**src/rtl/mem_bist_ctrl_pkg.sv**
```systemverilog
// ---------------------------------------------------------------------------
// mem_bist_pkg
// Shared types for the DataMemory march-test controller: the top-level test
// state, the read/write phase used by the two-access march elements, and the
// address walk direction handed to the address generator.
// ---------------------------------------------------------------------------
package mem_bist_pkg;

  // March elements in execution order; DONE holds the result until restart.
  typedef enum logic [2:0] {
    IDLE = 3'd0,
    W0   = 3'd1,
    R0W1 = 3'd2,
    R1W0 = 3'd3,
    R0   = 3'd4,
    DONE = 3'd5
  } bist_state_e;

  // Read-then-write elements spend one cycle in each phase per address.
  typedef enum logic {
    RD_PH = 1'b0,
    WR_PH = 1'b1
  } bist_phase_e;

  // Address walk direction of the current march element.
  typedef enum logic {
    UP   = 1'b0,
    DOWN = 1'b1
  } bist_dir_e;

endpackage

```
**src/rtl/mem_bist_ctrl_if.sv**
```systemverilog
// ---------------------------------------------------------------------------
// mem_bist_ctrl_if
// Single-port DataMemory access bundle used by the BIST controller.
//   mem_we  write enable          (master -> memory)
//   mem_a   word address          (master -> memory)
//   mem_wd  write data            (master -> memory)
//   mem_rd  read data, combinational from mem_a (memory -> master)
// ---------------------------------------------------------------------------
interface mem_bist_ctrl_if #(
  parameter int ADDR_WIDTH = 8,
  parameter int DATA_WIDTH = 16
);

  logic                  mem_we;
  logic [ADDR_WIDTH-1:0] mem_a;
  logic [DATA_WIDTH-1:0] mem_wd;
  logic [DATA_WIDTH-1:0] mem_rd;

  modport master (output mem_we, output mem_a, output mem_wd, input mem_rd);
  modport slave  (input mem_we, input mem_a, input mem_wd, output mem_rd);

endinterface

```
**src/rtl/mem_bist_ctrl_addr_gen.sv**
```systemverilog
// ---------------------------------------------------------------------------
// mem_bist_addr_gen
// Loadable up/down address counter for the march walk.
//   clk, rst_n  clock, asynchronous active-low reset
//   load_i      restart the walk at the first address of direction dir_i
//   dir_i       walk direction latched on load_i
//   step_i      advance one address in the latched direction
//   addr_o      current address
//   first_o     addr_o is the first address of the current walk
//   last_o      addr_o is the final address of the current walk
// The controller turns to the next element on last_o, so the counter is
// never relied on to wrap.
// ---------------------------------------------------------------------------
module mem_bist_addr_gen
  import mem_bist_pkg::*;
#(
  parameter int ADDR_WIDTH = 8
) (
  input  logic                  clk,
  input  logic                  rst_n,
  input  logic                  load_i,
  input  bist_dir_e             dir_i,
  input  logic                  step_i,
  output logic [ADDR_WIDTH-1:0] addr_o,
  output logic                  first_o,
  output logic                  last_o
);

  localparam logic [ADDR_WIDTH-1:0] ADDR_MAX = '1;

  logic [ADDR_WIDTH-1:0] addr_q, addr_d;
  bist_dir_e             dir_q, dir_d;

  // Load has priority over step so a new element always starts cleanly.
  always_comb begin
    addr_d = addr_q;
    dir_d  = dir_q;
    if (load_i) begin
      dir_d  = dir_i;
      addr_d = (dir_i == UP) ? '0 : ADDR_MAX;
    end else if (step_i) begin
      addr_d = (dir_q == UP) ? addr_q + ADDR_WIDTH'(1) : addr_q - ADDR_WIDTH'(1);
    end
  end

  always_ff @(posedge clk or negedge rst_n) begin
    if (!rst_n) begin
      addr_q <= '0;
      dir_q  <= UP;
    end else begin
      addr_q <= addr_d;
      dir_q  <= dir_d;
    end
  end

  assign addr_o  = addr_q;
  assign first_o = (dir_q == UP) ? (addr_q == '0) : (addr_q == ADDR_MAX);
  assign last_o  = (dir_q == UP) ? (addr_q == ADDR_MAX) : (addr_q == '0);

endmodule

```
**src/rtl/mem_bist_ctrl.sv**
```systemverilog
// ---------------------------------------------------------------------------
// mem_bist_ctrl
// March-test initiator for DataMemory: W0 (up), R0W1 (up), R1W0 (down),
// R0 (up) using PATTERN and its inverse. Stops at the first mismatch.
//   clk, rst_n   clock, asynchronous active-low reset
//   start        launch request, honoured only in IDLE or DONE
//   busy         test in progress
//   done         test finished, held until the next start
//   pass         valid with done: 1 = no mismatch seen
//   fail_addr    first mismatching address (0 on pass)
//   fail_exp     expected word at fail_addr
//   fail_got     word read at fail_addr
//   mem          master side of the DataMemory port (mem_we/mem_a/mem_wd/mem_rd)
// ---------------------------------------------------------------------------
module mem_bist_ctrl
  import mem_bist_pkg::*;
#(
  parameter int                    ADDR_WIDTH = 8,
  parameter int                    DATA_WIDTH = 16,
  parameter logic [DATA_WIDTH-1:0] PATTERN    = 16'hAAAA
) (
  input  logic                  clk,
  input  logic                  rst_n,
  input  logic                  start,
  output logic                  busy,
  output logic                  done,
  output logic                  pass,
  output logic [ADDR_WIDTH-1:0] fail_addr,
  output logic [DATA_WIDTH-1:0] fail_exp,
  output logic [DATA_WIDTH-1:0] fail_got,
  mem_bist_ctrl_if.master       mem
);

  localparam logic [DATA_WIDTH-1:0] PAT_INV = ~PATTERN;

  bist_state_e           state_q, state_d;
  bist_phase_e           phase_q, phase_d;
  logic                  pass_q, pass_d;
  logic [ADDR_WIDTH-1:0] fail_addr_q, fail_addr_d;
  logic [DATA_WIDTH-1:0] fail_exp_q, fail_exp_d;
  logic [DATA_WIDTH-1:0] fail_got_q, fail_got_d;

  logic                  load, step;
  bist_dir_e             load_dir;
  logic [ADDR_WIDTH-1:0] addr;
  logic                  addr_first, addr_last;
  logic                  check;
  logic [DATA_WIDTH-1:0] exp_word;

  mem_bist_addr_gen #(.ADDR_WIDTH(ADDR_WIDTH)) u_addr_gen (
    .clk     (clk),
    .rst_n   (rst_n),
    .load_i  (load),
    .dir_i   (load_dir),
    .step_i  (step),
    .addr_o  (addr),
    .first_o (addr_first),
    .last_o  (addr_last)
  );

  // Next-state and memory-port decode. Reads are combinational, so the
  // compare is done in the same cycle mem_a is driven; a mismatch jumps
  // straight to DONE without issuing the pending write.
  always_comb begin
    state_d     = state_q;
    phase_d     = phase_q;
    pass_d      = pass_q;
    fail_addr_d = fail_addr_q;
    fail_exp_d  = fail_exp_q;
    fail_got_d  = fail_got_q;
    load        = 1'b0;
    load_dir    = UP;
    step        = 1'b0;
    check       = 1'b0;
    exp_word    = PATTERN;
    mem.mem_we  = 1'b0;
    mem.mem_a   = '0;
    mem.mem_wd  = '0;

    case (state_q)
      IDLE, DONE: begin
        if (start) begin
          state_d     = W0;
          phase_d     = RD_PH;
          load        = 1'b1;
          load_dir    = UP;
          pass_d      = 1'b0;
          fail_addr_d = '0;
          fail_exp_d  = '0;
          fail_got_d  = '0;
        end
      end
      W0: begin
        mem.mem_a  = addr;
        mem.mem_we = 1'b1;
        mem.mem_wd = PATTERN;
        if (addr_last) begin
          state_d = R0W1;
          load    = 1'b1;
          load_dir = UP;
        end else begin
          step = 1'b1;
        end
      end
      R0W1, R1W0: begin
        mem.mem_a = addr;
        if (phase_q == RD_PH) begin
          check    = 1'b1;
          exp_word = (state_q == R0W1) ? PATTERN : PAT_INV;
          if (mem.mem_rd == exp_word) begin
            phase_d = WR_PH;
          end
        end else begin
          mem.mem_we = 1'b1;
          mem.mem_wd = (state_q == R0W1) ? PAT_INV : PATTERN;
          phase_d    = RD_PH;
          if (addr_last) begin
            state_d  = (state_q == R0W1) ? R1W0 : R0;
            load     = 1'b1;
            load_dir = (state_q == R0W1) ? DOWN : UP;
          end else begin
            step = 1'b1;
          end
        end
      end
      R0: begin
        mem.mem_a = addr;
        check     = 1'b1;
        exp_word  = PATTERN;
        if (mem.mem_rd == exp_word) begin
          if (addr_last) begin
            state_d = DONE;
            pass_d  = 1'b1;
          end else begin
            step = 1'b1;
          end
        end
      end
      default: state_d = IDLE;
    endcase

    if (check && (mem.mem_rd != exp_word)) begin
      state_d     = DONE;
      pass_d      = 1'b0;
      fail_addr_d = addr;
      fail_exp_d  = exp_word;
      fail_got_d  = mem.mem_rd;
    end
  end

  // State, phase and result registers.
  always_ff @(posedge clk or negedge rst_n) begin
    if (!rst_n) begin
      state_q     <= IDLE;
      phase_q     <= RD_PH;
      pass_q      <= 1'b0;
      fail_addr_q <= '0;
      fail_exp_q  <= '0;
      fail_got_q  <= '0;
    end else begin
      state_q     <= state_d;
      phase_q     <= phase_d;
      pass_q      <= pass_d;
      fail_addr_q <= fail_addr_d;
      fail_exp_q  <= fail_exp_d;
      fail_got_q  <= fail_got_d;
    end
  end

  assign busy      = (state_q != IDLE) && (state_q != DONE);
  assign done      = (state_q == DONE);
  assign pass      = pass_q;
  assign fail_addr = fail_addr_q;
  assign fail_exp  = fail_exp_q;
  assign fail_got  = fail_got_q;

  // Every element begins at its first address the cycle after a load.
  a_first_after_load: assert property (@(posedge clk) disable iff (!rst_n) load |=> addr_first);

endmodule

```
**src/flat_wrapper.sv**
```systemverilog
// flat-port wrapper written by rule: the top's interface ports become plain ports
module mem_bist_ctrl_flat import mem_bist_pkg::*;
#(
  parameter int                    ADDR_WIDTH = 8,
  parameter int                    DATA_WIDTH = 16,
  parameter logic [DATA_WIDTH-1:0] PATTERN    = 16'hAAAA
)
  (clk, rst_n, start, busy, done, pass, fail_addr, fail_exp, fail_got, mem_mem_we, mem_mem_a, mem_mem_wd, mem_mem_rd);
  mem_bist_ctrl_if #(.ADDR_WIDTH(ADDR_WIDTH), .DATA_WIDTH(DATA_WIDTH)) mem_i ();
  input  logic clk;
  input  logic rst_n;
  input  logic start;
  output logic busy;
  output logic done;
  output logic pass;
  output logic [ADDR_WIDTH-1:0] fail_addr;
  output logic [DATA_WIDTH-1:0] fail_exp;
  output logic [DATA_WIDTH-1:0] fail_got;
  output wire logic [$bits(mem_i.mem_we)-1:0] mem_mem_we;
  output wire logic [$bits(mem_i.mem_a)-1:0] mem_mem_a;
  output wire logic [$bits(mem_i.mem_wd)-1:0] mem_mem_wd;
  input wire logic [$bits(mem_i.mem_rd)-1:0] mem_mem_rd;
  assign mem_mem_we = mem_i.mem_we;
  assign mem_mem_a = mem_i.mem_a;
  assign mem_mem_wd = mem_i.mem_wd;
  assign mem_i.mem_rd = mem_mem_rd;
  mem_bist_ctrl #(.ADDR_WIDTH(ADDR_WIDTH), .DATA_WIDTH(DATA_WIDTH), .PATTERN(PATTERN)) u_core (.clk(clk), .rst_n(rst_n), .start(start), .busy(busy), .done(done), .pass(pass), .fail_addr(fail_addr), .fail_exp(fail_exp), .fail_got(fail_got), .mem(mem_i));
endmodule
```
**config.mk**
```make
export PLATFORM = sky130hd
export DESIGN_NAME = mem_bist_ctrl_flat
export DESIGN_NICKNAME = d
export VERILOG_FILES = /design/src/rtl/mem_bist_ctrl_pkg.sv /design/src/rtl/mem_bist_ctrl_if.sv /design/src/rtl/mem_bist_ctrl_addr_gen.sv /design/src/rtl/mem_bist_ctrl.sv /design/src/flat_wrapper.sv
export SDC_FILE = /design/constraint.sdc
export NUM_CORES = 1
export LEC_CHECK = 0
export CAP_MARGIN = 30
export CORE_ASPECT_RATIO = 1.25
export CORE_MARGIN = 2
export CORE_UTILIZATION = 47
export CTS_BUF_LIST = sky130_fd_sc_hd__clkbuf_2
export CTS_CLUSTER_DIAMETER = 30
export CTS_CLUSTER_SIZE = 14
export DETAILED_ROUTE_END_ITERATION = 7
export PLACE_DENSITY = 0.86
export SYNTH_ARGS = -nofsm -noshare
export SYNTH_HDL_FRONTEND = slang
export SYNTH_SLANG_ARGS = --single-unit
```
**constraint.sdc**
```tcl
create_clock -name clk -period 2.4 [get_ports clk]
set_input_delay 0.24 -clock clk [delete_from_list [all_inputs] [get_ports clk]]
set_output_delay 0.24 -clock clk [all_outputs]
set_load 0.02 [all_outputs]
```
==> flow_metrics.env, run 1 <==
export IMPL_outcome="complete, no violations"
export IMPL_synth_area_per_cell_um2=8.47
export IMPL_nets=389
export IMPL_synth_nets=325
export IMPL_finalCriticalPeriod_ps=2330
export IMPL_ys_ff_latch=40
export IMPL_track_usage=0.207
export IMPL_powerDensity_nw_per_um2=1300
export IMPL_antenna_found_initial=0
export IMPL_crit_type="flip-flop to primary output"
export IMPL_portBuffers=86
export IMPL_worst_slew_pin_slew_ps=878
export IMPL_cts_htree_levels=2
export IMPL_fp_row_count=29
export IMPL_initial_core_util=0.492
export IMPL_via_per_inst=5.25
export IMPL_finalPower_mw=4.42
export IMPL_worstPathArrival_ps=2090
export IMPL_min_path_cells=3
export IMPL_grt_pass1_wl_mm=10.0
export IMPL_cts_sinks=40
export IMPL_setup_viol=0
export IMPL_r2r_end="u_core.u_addr_gen.addr_o[7]"
export IMPL_ys_types=44
export IMPL_fp_dieH_um=86.1
export IMPL_cp_end_kind="primary output"
export IMPL_worstHoldPathType="input port to flip-flop"
export IMPL_drc=0
export IMPL_cts_buffers=5
export IMPL_rr_startpoint="u_core.u_addr_gen.dir_q"
export IMPL_ys_seq_area_frac=0.395
export IMPL_fin_util=0.661
export IMPL_wl_per_cell_um=14.8
export IMPL_synthCells=299
export IMPL_clk_pin_slew_ps=210
export IMPL_crit_fanout=9
export IMPL_peakVddDrop_uv=817
export IMPL_fmax_mhz=428
export IMPL_hpwl_mm=4.63
export IMPL_holdPathEnd="u_core.fail_got[14]"
export IMPL_drtAntennaViolNets=0
export IMPL_leakagePower_nw=1.69
export IMPL_cap_violations=0
export IMPL_io_pin_count=87
export IMPL_reg2reg_slack_ps=130
export IMPL_report_final_hold_viol_count=0
export IMPL_fin_crit_sh=0.972
export IMPL_grt_pass1_vias=2107
export IMPL_drv_slew=0
export IMPL_ys_warn_count=0
export IMPL_skew_ps=22.8
export IMPL_cts_root_buf="clkbuf_2"
export IMPL_diodes=0
export IMPL_core_area_um2=5150
export IMPL_grt_ovfl_total=0
export IMPL_die_area_um2=6000
export IMPL_num_vias=2235
export IMPL_slew_limit_headroom=0.415
export IMPL_routed_wl_mm=6.29
export IMPL_grt_max_degree=50
export IMPL_drive_above_1_share=0.0962
export IMPL_cts_max_path_buffers=2
export IMPL_critPathRequiredTime_ps=2160
export IMPL_clk_latency_ps=410
export IMPL_die_w_um=69.7
export IMPL_start_kind="flip-flop"
export IMPL_hold_path_startpoint="mem_mem_rd[14]"
export IMPL_reg2regPathDepth=7
export IMPL_place_congestion=0.844
export IMPL_cts_tree="built"
export IMPL_drtIter0Drc=117
export IMPL_syn_to_final_growth_pct=34.4
export IMPL_syn_area_um2=2530
export IMPL_first_pass_iters=4
-- logic make-up (layout without fill, tap and decap cells) --
family | after synthesis | in the layout | share of synthesized area
adder cells (fa/ha/maj) | 7 | 7 | 0.0375
multiplexers | 3 | 3 | 0.0119
XOR/XNOR | 5 | 5 | 0.0173
AO/OA/AOI/OAI | 66 | 66 | 0.154
flip-flops | 40 | 40 | 0.395
buffers and inverters | 49 | 114 | 0.123
AND/OR/NAND/NOR | 129 | 129 | 0.261
-- registers in the layout, indices dropped and copies added, names as in the netlist --
signal                    count
u_core.fail_got              16
u_core.fail_addr              8
u_core.u_addr_gen.addr_o      8
u_core.state_q                3
u_core.fail_exp               2
u_core.pass                   1
u_core.phase_q                1
u_core.u_addr_gen.dir_q       1
-- repair_timing --
| action | CTS | global route |
|---|---|---|
| buffers inserted | 0 | 3 |
| resized for setup | 2 | 17 |
| setup endpoints to repair | 16 | 24 |
| hold endpoints to repair | 40 | 0 |
| hold buffers | 1 | 0 |
-- cell type report --
class	instances	area, um^2
inverters	7	26.3
flip-flops and latches	40	1000
clock inverters	2	35.0
clock buffers	6	30.0
multi-input cells	210	1220
fillers	432	1750
well taps	62	77.6
repair buffers	99	1010
-- per-layer routing --
layer  GRT usage  vias to the layer above  routed length [um]
li1            -                     1110                   -
met1       0.263                     1047                2680
met2       0.360                       69                3180
met3      0.0317                        9                 323
met4      0.0769                        0                 106
met5           0                        -                   0
-- worst max-delay path, cell delays in order (launching register included) --
cell	delay [ps]
dfrtp_1	510
nor2_1	160
xnor2_1	140
buf_4	170
and2_1	130
clkdlybuf4s50_1	600
-- stage by stage --
stage                     setup slack, ps  area (um^2)  cells  hold WS (ps)  TNS [ps]
after floorplan                       135         2530    299         -55.6         0
after global placement                183         3260    414           404         0
after detailed placement              122         3260    414           415         0
after CTS                            4.67         3340    423           386         0
after global routing                -41.2         3400    426           422     -41.4
final                                66.0         3400    426           396         0
-- how the worst max path moves through the flow --
stage	endpoint	cells after the start	start	slack [ps]
3_3_place_gp	u_core.u_addr_gen.addr_o[7]	7	mem_mem_rd[6]	180
4_1_cts	mem_mem_wd[12]	4	u_core.state_q[2]	5
6_report	mem_mem_a[7]	5	u_core.state_q[1]	70
3_5_place_dp	u_core.u_addr_gen.addr_o[7]	7	u_core.u_addr_gen.dir_q	120
5_1_grt	mem_mem_a[7]	5	u_core.state_q[1]	-40
2_1_floorplan	u_core.u_addr_gen.addr_o[2]	7	u_core.state_q[2]	130
-- Yosys cell counts --
cell | number | area share
nand2b_1 | 9 | 0.022
nand4_1 | 2 | 0.0049
a311oi_1 | 1 | 0.0035
o21ai_0 | 29 | 0.057
or3_4 | 1 | 0.0044
inv_1 | 7 | 0.010
xnor2_1 | 4 | 0.014
dfrtp_1 | 40 | 0.40
nor2_1 | 20 | 0.030
o31a_1 | 1 | 0.0035
nand2_1 | 66 | 0.098
fa_1 | 1 | 0.0079
nand3_1 | 2 | 0.0040
and4bb_2 | 3 | 0.015
or3b_1 | 1 | 0.0035
a22oi_1 | 1 | 0.0030
o31ai_1 | 1 | 0.0030
nor4_1 | 1 | 0.0025
or3_1 | 1 | 0.0025
and2_1 | 9 | 0.022
a211o_1 | 2 | 0.0069
and4_1 | 1 | 0.0035
a21boi_1 | 1 | 0.0030
buf_2 | 8 | 0.016
clkbuf_1 | 2 | 0.0030
a31o_2 | 1 | 0.0035
and4bb_1 | 1 | 0.0049
mux2i_1 | 3 | 0.012
ha_1 | 6 | 0.030
nand4_4 | 1 | 0.0084
o211ai_4 | 1 | 0.0084
nor3_1 | 3 | 0.0059
xor2_1 | 1 | 0.0035
a21oi_1 | 20 | 0.040
a211oi_1 | 1 | 0.0030
o21bai_1 | 1 | 0.0030
nor4bb_1 | 4 | 0.016
or4_4 | 1 | 0.0044
nand2_4 | 1 | 0.0044
or2_2 | 2 | 0.0049
o21ai_1 | 1 | 0.0020
clkbuf_2 | 1 | 0.0020
buf_4 | 31 | 0.092
a21o_1 | 5 | 0.015
-- cell usage in the layout (no fill, tap or decap), drive strengths merged, types with 3 or more instances in the layout --
cell	n
a21o	5
and4bb	4
o21ai	30
inv	7
nor3	3
ha	6
nor4bb	4
a21oi	20
nand2b	9
clkbuf	6
dlymetal6s2s	16
dfrtp	40
nand2	67
mux2i	3
clkdlybuf4s50	69
and2	9
nor2	20
buf	13
nand4	3
xnor2	4
-- power breakdown --
part	leakage (nW)	internal [mW]	switching [mW]
sequential	0.514	0.910	0.269
combinational	1.13	1.34	1.50
clock	0.0430	0.179	0.222
total	1.69	2.43	1.99
Note: power is estimated with default switching activity, not from simulation.
==> run 2: changes to the inputs <==
--- a/config.mk
+++ b/config.mk
@@ -14,6 +14,7 @@
 export CTS_CLUSTER_SIZE = 14
 export DETAILED_ROUTE_END_ITERATION = 7
 export PLACE_DENSITY = 0.86
+export SETUP_SLACK_MARGIN = 0.1
 export SYNTH_ARGS = -nofsm -noshare
 export SYNTH_HDL_FRONTEND = slang
 export SYNTH_SLANG_ARGS = --single-unit
==> flow_metrics.env, run 2 (synthesized netlist as in run 1, its figures left out) <==
export IMPL_outcome="complete, no violations"
export IMPL_finalPower_mw=4.32
export IMPL_setup_viol=0
export IMPL_drtAntennaViolNets=0
export IMPL_rr_startpoint="u_core.u_addr_gen.dir_q"
export IMPL_core_area_um2=5150
export IMPL_peakVddDrop_uv=804
export IMPL_swShare=0.460
export IMPL_num_vias=2232
export IMPL_reg2reg_slack_ps=160
export IMPL_grt_pass1_vias=2107
export IMPL_largest_register_ffs=16
export IMPL_clk_latency_ps=420
export IMPL_crit_buf_inv=0
export IMPL_worstSetupPathDepth=7
export IMPL_grt_pass1_wl_mm=10.0
export IMPL_cts_tree="built"
export IMPL_crit_type="flip-flop to flip-flop"
export IMPL_fmax_mhz=445
export IMPL_fp_row_count=29
export IMPL_crit_path_end="u_core.u_addr_gen.addr_o[7]"
export IMPL_antenna_found_initial=0
export IMPL_fill_cells=448
export IMPL_wl_per_cell_um=14.6
export IMPL_worst_slew_pin_slew_ps=884
export IMPL_multi_input_area_um2=1220
export IMPL_crit_start="u_core.u_addr_gen.dir_q"
export IMPL_grt_max_degree=50
export IMPL_nets=386
export IMPL_fin_cells=423
export IMPL_crit_slowest_cell="dfrtp_2"
export IMPL_switchingPower_mw=1.99
export IMPL_clk_pin_slew_ps=220
export IMPL_dp_cells=414
export IMPL_cts_sinks=40
export IMPL_fp_dieH_um=86.1
export IMPL_layout_area_seq_um2=1010
export IMPL_leakagePower_nw=1.51
export IMPL_place_congestion=0.844
export IMPL_seq_power_share=0.273
export IMPL_drive_above_1_share=0.0942
export IMPL_cts_buffers=5
export IMPL_rsz0062_at_grt="yes"
export IMPL_final_area_um2=3330
export IMPL_die_w_um=69.7
export IMPL_first_pass_iters=5
export IMPL_fin_setup_tns_ps=0
export IMPL_io_pin_count=87
export IMPL_p_clk_frac=0.094
export IMPL_final_common_cell="nand2_1"
export IMPL_hpwl_mm=4.63
export IMPL_diodes=0
export IMPL_cts_htree_levels=2
export IMPL_cap_violations=0
export IMPL_cts_root_buf="clkbuf_2"
export IMPL_track_usage=0.207
export IMPL_powerDensity_nw_per_um2=1300
export IMPL_worstPathArrival_ps=2560
export IMPL_critPathRequiredTime_ps=2720
export IMPL_drv_slew=0
export IMPL_p_int_mw=2.33
export IMPL_initial_core_util=0.492
export IMPL_finalCriticalPeriod_ps=2240
export IMPL_cpPeakStageDelay_ps=550
export IMPL_grt_ovfl_total=0
export IMPL_drtIter0Drc=141
export IMPL_routed_wl_mm=6.19
export IMPL_cp_end_kind="flip-flop"
export IMPL_crit_chain="ha_1 -> a211oi_1 -> o21bai_1 -> a21oi_1 -> mux2i_1 -> o31a_1 -> o21ai_1"
export IMPL_drc=0
export IMPL_layout_common_cells="nand2_1 (66), clkdlybuf4s50_1 (59), dfrtp_1 (36)"
export IMPL_via_per_inst=5.28
export IMPL_portBuffers=86
export IMPL_crit_fanout=13
export IMPL_report_final_hold_viol_count=0
export IMPL_combinationalPowerShare=0.633
export IMPL_start_kind="flip-flop"
export IMPL_cpLargestDelayFamily="compound AO/OA/AOI/OAI gates"
export IMPL_cts_max_path_buffers=2
export IMPL_skew_ps=26.4
export IMPL_reg2regPathDepth=7
export IMPL_die_area_um2=6000
export IMPL_worstHoldPathType="input port to flip-flop"
export IMPL_r2r_end="u_core.u_addr_gen.addr_o[7]"
export IMPL_placed_area_um2=3260
export IMPL_fin_crit_sh=0.935
export IMPL_slew_limit_headroom=0.411
export IMPL_syn_to_final_growth_pct=31.4
## run 2: cell count changes in the layout (fill, tap and decap cells not counted), sizes merged
cell           before  now
buf                13   10
dlygate4sd2         0   22
dlymetal6s2s       16    4
clkdlybuf4s50      69   59
## run 2: timing repair
| item | 4_1_cts | 5_1_grt |
|---|---|---|
| hold buffers | 1 | 0 |
| endpoints found under the setup margin | 24 | 6 |
| hold endpoints to repair | 40 | 0 |
| resized for setup | 26 | 5 |
| buffers inserted | 0 | 0 |
## run 2: stage by stage
step | worst slack, ps | hold slack [ps] | utilization
5_1_grt | 71.8 | 422 | 0.646
3_5_place_dp | 122 | 415 | 0.633
4_1_cts | 80.4 | 386 | 0.644
2_1_floorplan | 135 | -55.6 | -
6_report | 155 | 383 | 0.646
3_3_place_gp | 183 | 404 | 0.633
## run 2: layout make-up
type / instances / share of cell area
well taps: 62 / 0.0233
clock buffers: 6 / 0.00903
multi-input cells: 210 / 0.368
clock inverters: 2 / 0.0105
flip-flops and latches: 40 / 0.302
inverters: 7 / 0.00790
repair buffers: 96 / 0.279
## run 2: how the worst min path moves through the flow
stage,start,end,slack (ps),cells after the start
finish,mem_mem_rd[14],u_core.fail_got[14],380,3
global route,mem_mem_rd[13],u_core.fail_got[13],420,3
CTS,mem_mem_rd[14],u_core.fail_got[14],390,3
detailed placement,rst_n,u_core.fail_got[0],410,1
global placement,rst_n,u_core.fail_got[0],400,1
floorplan,rst_n,u_core.fail_addr[0],-60,0
## run 2: worst reg2reg max path: cells and delay by family, from the launching register on
kind	cells	cell delay, ps
AO/OA/AOI/OAI	5	940
adder cells (fa/ha/maj)	1	350
flip-flops	1	550
multiplexers	1	330
## run 2: power groups by stage
stage | Sequential (mW) | Combinational, mW | Clock (mW)
after floorplan | 1.25 | 1.85 | 0
after global placement | 1.17 | 2.77 | 0
after detailed placement | 1.19 | 2.84 | 0
after CTS | 1.18 | 2.75 | 0.408
after global routing | 1.22 | 2.97 | 0.433
final | 1.18 | 2.73 | 0.406
## run 2: per-layer routing
layer | track usage | up-vias | share of wire
li1 | - | 1103 | -
met1 | 0.262 | 1047 | 0.42
met2 | 0.360 | 72 | 0.50
met3 | 0.0317 | 10 | 0.056
met4 | 0.0769 | 0 | 0.017
met5 | 0 | - | 0
==> run 3: changes to the inputs <==
--- a/config.mk
+++ b/config.mk
@@ -14,6 +14,7 @@
 export CTS_CLUSTER_SIZE = 14
 export DETAILED_ROUTE_END_ITERATION = 7
 export PLACE_DENSITY = 0.86
+export RECOVER_POWER = 50
 export SETUP_SLACK_MARGIN = 0.1
 export SYNTH_ARGS = -nofsm -noshare
 export SYNTH_HDL_FRONTEND = slang
==> flow_metrics.env, run 3 (synthesized netlist as in run 1, its figures left out) <==
export IMPL_outcome="complete, no violations"
export IMPL_io_pin_count=87
export IMPL_start_kind="flip-flop"
export IMPL_postCtsSetupBuffers=0
export IMPL_powerDensity_nw_per_um2=1280
export IMPL_drtIter0Drc=139
export IMPL_place_congestion=0.844
export IMPL_clk_latency_ps=410
export IMPL_cts_buffers=5
export IMPL_drv_slew=0
export IMPL_setup_ws_ps=172
export IMPL_via_per_inst=5.30
export IMPL_fill_cells=452
export IMPL_grt_ovfl_total=0
export IMPL_worst_slew_pin_slew_ps=976
export IMPL_cts_root_buf="clkbuf_2"
export IMPL_fmax_mhz=449
export IMPL_crit_fanout=13
export IMPL_critPathRequiredTime_ps=2710
export IMPL_hpwl_mm=4.63
export IMPL_fin_cells=423
export IMPL_grt_pass1_wl_mm=10.0
export IMPL_nets=386
export IMPL_cts_max_path_buffers=2
export IMPL_dpl_worst_slack_ps=122
export IMPL_cap_violations=0
export IMPL_clk_pin_slew_ps=210
export IMPL_rsz0062_at_grt="yes"
export IMPL_die_area_um2=6000
export IMPL_grt_max_degree=50
export IMPL_worstHoldPathType="input port to flip-flop"
export IMPL_largest_register_ffs=16
export IMPL_drtAntennaViolNets=0
export IMPL_portBuffers=86
export IMPL_wl_per_cell_um=14.6
export IMPL_cp_end_kind="flip-flop"
export IMPL_core_area_um2=5150
export IMPL_antenna_found_initial=0
export IMPL_worstPathArrival_ps=2540
export IMPL_final_common_cell="nand2_1"
export IMPL_fp_dieH_um=86.1
export IMPL_cts_htree_levels=2
export IMPL_cts_tree="built"
export IMPL_initial_core_util=0.492
export IMPL_grt_pass1_vias=2107
export IMPL_fin_setup_tns_ps=0
export IMPL_slew_limit_headroom=0.350
export IMPL_crit_slowest_cell="dfrtp_2"
export IMPL_die_w_um=69.7
export IMPL_cpPeakStageDelay_ps=550
export IMPL_first_pass_iters=4
export IMPL_leakagePower_nw=1.58
export IMPL_layout_common_cells="nand2_1 (66), dfrtp_1 (37), dlygate4sd3_1 (32)"
export IMPL_fp_row_count=29
export IMPL_crit_type="flip-flop to flip-flop"
export IMPL_drive_above_1_share=0.0859
export IMPL_routed_wl_mm=6.19
export IMPL_drc=0
export IMPL_finalCriticalPeriod_ps=2230
export IMPL_report_final_hold_viol_count=0
export IMPL_diodes=0
export IMPL_layout_area_seq_um2=1000
export IMPL_cts_sinks=40
export IMPL_syn_to_final_growth_pct=31.0
export IMPL_skew_ps=24.8
export IMPL_track_usage=0.207
export IMPL_peakVddDrop_uv=802
export IMPL_fin_crit_sh=0.928
export IMPL_setup_viol=0
export IMPL_num_vias=2241
export IMPL_multi_input_area_um2=1220
export IMPL_crit_chain="ha_1 -> a211oi_1 -> o21bai_1 -> a21oi_1 -> mux2i_1 -> o31a_1 -> o21ai_1"
export IMPL_dp_cells=414
[run 3: cell count changes in the layout (fill, tap and decap cells not counted), sizes merged]
cell           previous run  this run
buf                      10         7
clkbuf                    6         9
clkdlybuf4s50            59        28
dlygate4sd3               1        32
[run 3: per-layer routing]
| metal | GRT usage | vias to the layer above | wire (um) |
|---|---|---|---|
| met1 | 0.262 | 1048 | 2610 |
| met2 | 0.360 | 77 | 3120 |
| met4 | 0.0769 | 0 | 93 |
| li1 | - | 1107 | - |
| met5 | 0 | - | 0 |
| met3 | 0.0317 | 9 | 368 |
[run 3: repair_timing]
action                                 in CTS  in global routing
hold buffers                                1                  0
gates cloned                                0                  0
gates resized for setup                    26                  5
setup endpoints to repair                  24                  6
endpoints found under the hold margin      40                  0
[run 3: final timing paths]
check                                        start                          end  slack [ps]  cells after the start
setup / recovery           u_core.u_addr_gen.dir_q  u_core.u_addr_gen.addr_o[7]         170                      7
hold / removal                      mem_mem_rd[14]          u_core.fail_got[14]         390                      3
min in group asynchronous                    rst_n           u_core.fail_got[0]         470                      2
max in group asynchronous                    rst_n      u_core.u_addr_gen.dir_q        1240                      2
setup reg to reg           u_core.u_addr_gen.dir_q  u_core.u_addr_gen.addr_o[7]         170                      7
hold reg to reg                 u_core.fail_got[5]           u_core.fail_got[5]         540                      2
[run 3: critical path: cells and delay by family (launching register included)]
family          cells  cell delay [ps]
fa+ha+maj           1              340
flops               1              550
compound gates      5              930
mux                 1              320
[run 3: cell type report]
class                           instances  share of cell area
Clock buffer                            6             0.00905
Inverter                                7             0.00792
Tap cell                               62              0.0234
Sequential cell                        40               0.303
Clock inverter                          2              0.0106
Timing Repair Buffer                   96               0.278
Multi-Input combinational cell        210               0.369
[run 3: report_power, final]
| part | internal [mW] | leakage [nW] | switching (mW) |
|---|---|---|---|
| Combinational | 1.18 | 1.03 | 1.49 |
| Sequential | 0.911 | 0.513 | 0.260 |
| Clock | 0.179 | 0.0430 | 0.223 |
| Total | 2.27 | 1.58 | 1.97 |
[run 3: metrics by stage]
stage | power, mW | hold slack (ps) | cell area, um^2 | util
2_1_floorplan | 3.10 | -55.6 | 2530 | -
3_3_place_gp | 3.94 | 404 | 3260 | 0.633
3_5_place_dp | 4.04 | 415 | 3260 | 0.633
4_1_cts | 4.34 | 386 | 3320 | 0.644
5_1_grt | 4.55 | 422 | 3320 | 0.644
6_report | 4.24 | 391 | 3320 | 0.644
==> edit (config.mk and constraints of run 1) <==
The 6 states of `bist_state_e` get a Gray code encoding in 3 bits.
--- a/src/rtl/mem_bist_ctrl_pkg.sv
+++ b/src/rtl/mem_bist_ctrl_pkg.sv
@@ -9,10 +9,10 @@
   // March elements in execution order; DONE holds the result until restart.
   typedef enum logic [2:0] {
-    IDLE = 3'd0,
-    W0   = 3'd1,
-    R0W1 = 3'd2,
-    R1W0 = 3'd3,
-    R0   = 3'd4,
-    DONE = 3'd5
+    IDLE = 3'b000,
+    W0   = 3'b001,
+    R0W1 = 3'b011,
+    R1W0 = 3'b010,
+    R0   = 3'b110,
+    DONE = 3'b111
   } bist_state_e;
 
Function: no difference found for any inputs over 10 cycles, from zero or initial values and one cycle with rst_n low; not proved beyond that.
==> edit against run 1 <==
- clock skew down 0.0039 ns
- cell area down 2.6%
- count of clock-buffer cells in the layout stayed put
- routed wire length fell by 1.2%
- worst setup slack improved by 0.10 ns
- synthesized area decreased by 1.2%
- critical path type unchanged
- global-route usage up 0.91 points
- sequential cell count did not move
- fmax grew 4.5%
- largest power group unchanged
- critical endpoint is now mem_mem_a[5]
- combinational power is 19% higher
- power up 12%
- non-clock buffer count is 3 higher
- highest routed layer unchanged
- critical path depth is the same
==> edit: results (changes against run 1) <==
Number of nets in the layout -> 391 (+0.51%)
CP max FO -> 8 (-1)
Placer Congestion -> 0.824 (-2.4%)
WL met3 -> 297 um (-8.0%)
Largest cells by area after synthesis -> dfrtp_1, nand2_1, buf_4
Layout clock area frac -> 0.0124 (-0.00666)
Met1 wire length -> 2590 um (-3.4%)
Leakage -> 1.53 nW (-9.4%)
Dpl cell area -> 0.00328 mm^2 (+0.65%)
Tot GR Track Use -> 0.216 (+0.00912)
Layout Utilization -> 0.648 (-0.0124)
Crit path to -> mem_mem_a[5]
Routed WL -> 6210 um (-1.2%)
Fillers -> 451 (+4.4%)
Post-Place Setup Slack -> -0.00499 ns (-0.127 ns)
Critical path data arrival time -> 1.99 ns (-0.10 ns)
Clock group -> 0.294 mW (-27%)
HPWL after DPL -> 4610 um (-0.40%)
Outcome -> finished clean
Clk pwr share -> 0.059 (-0.032)
Synthesized net count -> 322 (-0.92%)
R2r setup slk -> 0.20 ns (+0.07 ns)
Post-synthesis cell count -> 294 (-1.7%)
HP Start -> mem_mem_rd[15]
First-pass GRT wire length -> 10,500 um (+4.5%)
Final non-clock buffer share -> 0.285 (-0.0110)
Starting DRT DRC Count -> 107 (-8.5%)
Vias in the first global route -> 2,182 (+3.6%)
Worst Clk Skew -> 0.0189 ns (-0.00389 ns)
Max IR drop VDD -> 730 uV (-11%)
Min Hold Slack -> 0.401 ns (+0.00533 ns)
Routing usage on met2 -> 0.385 (+0.0245)
Most instantiated cells after synthesis -> nand2_1, dfrtp_1, o21ai_0, buf_4, nor2_1
GR Util met1 -> 0.260 (-0.00232)
Via-per-instance ratio -> 5.37 (+2.4%)
WL met2 -> 3230 um (+1.6%)
Sequential-cell power consumption -> 1.27 mW (+8%)
Num sequential -> 40 (unchanged)
Fraction of area in multi-input gates -> 0.368 (+0.00874)
Share of post-route cells with drive strength above 1 -> 0.113 (+0.0165)
[edit: changes by cell type after synthesis, sizes merged, moves of 5 or more]
| cell | delta |
|---|---|
| a21o | -5 |
| o21ai | +7 |
| a21oi | -14 |
| buf | -8 |
| clkbuf | +6 |
| nand2b | -7 |
| nor2 | -5 |
| a2bb2oi | +8 |
[edit: cell families (layout without fill, tap and decap cells)]
| group | count (synthesis) | after routing | synth area share |
|---|---|---|---|
| AOI/OAI and AO/OA | 63 | 63 | 0.157 |
| xor gates and xnor gates | 5 | 5 | 0.0175 |
| adders and majority gates | 9 | 9 | 0.0480 |
| buffers and inverters | 47 | 117 | 0.114 |
| DFF | 40 | 40 | 0.400 |
| muxes | 2 | 2 | 0.00850 |
| and+or+nand+nor | 128 | 128 | 0.255 |
[edit: what timing repair did]
action                                  4_1_cts  5_1_grt
endpoints found under the setup margin       24       13
hold buffers                                  1        0
buffers inserted                              0        3
hold endpoints to repair                     40        0
cloned                                        0        0
gates resized for setup                      19       20
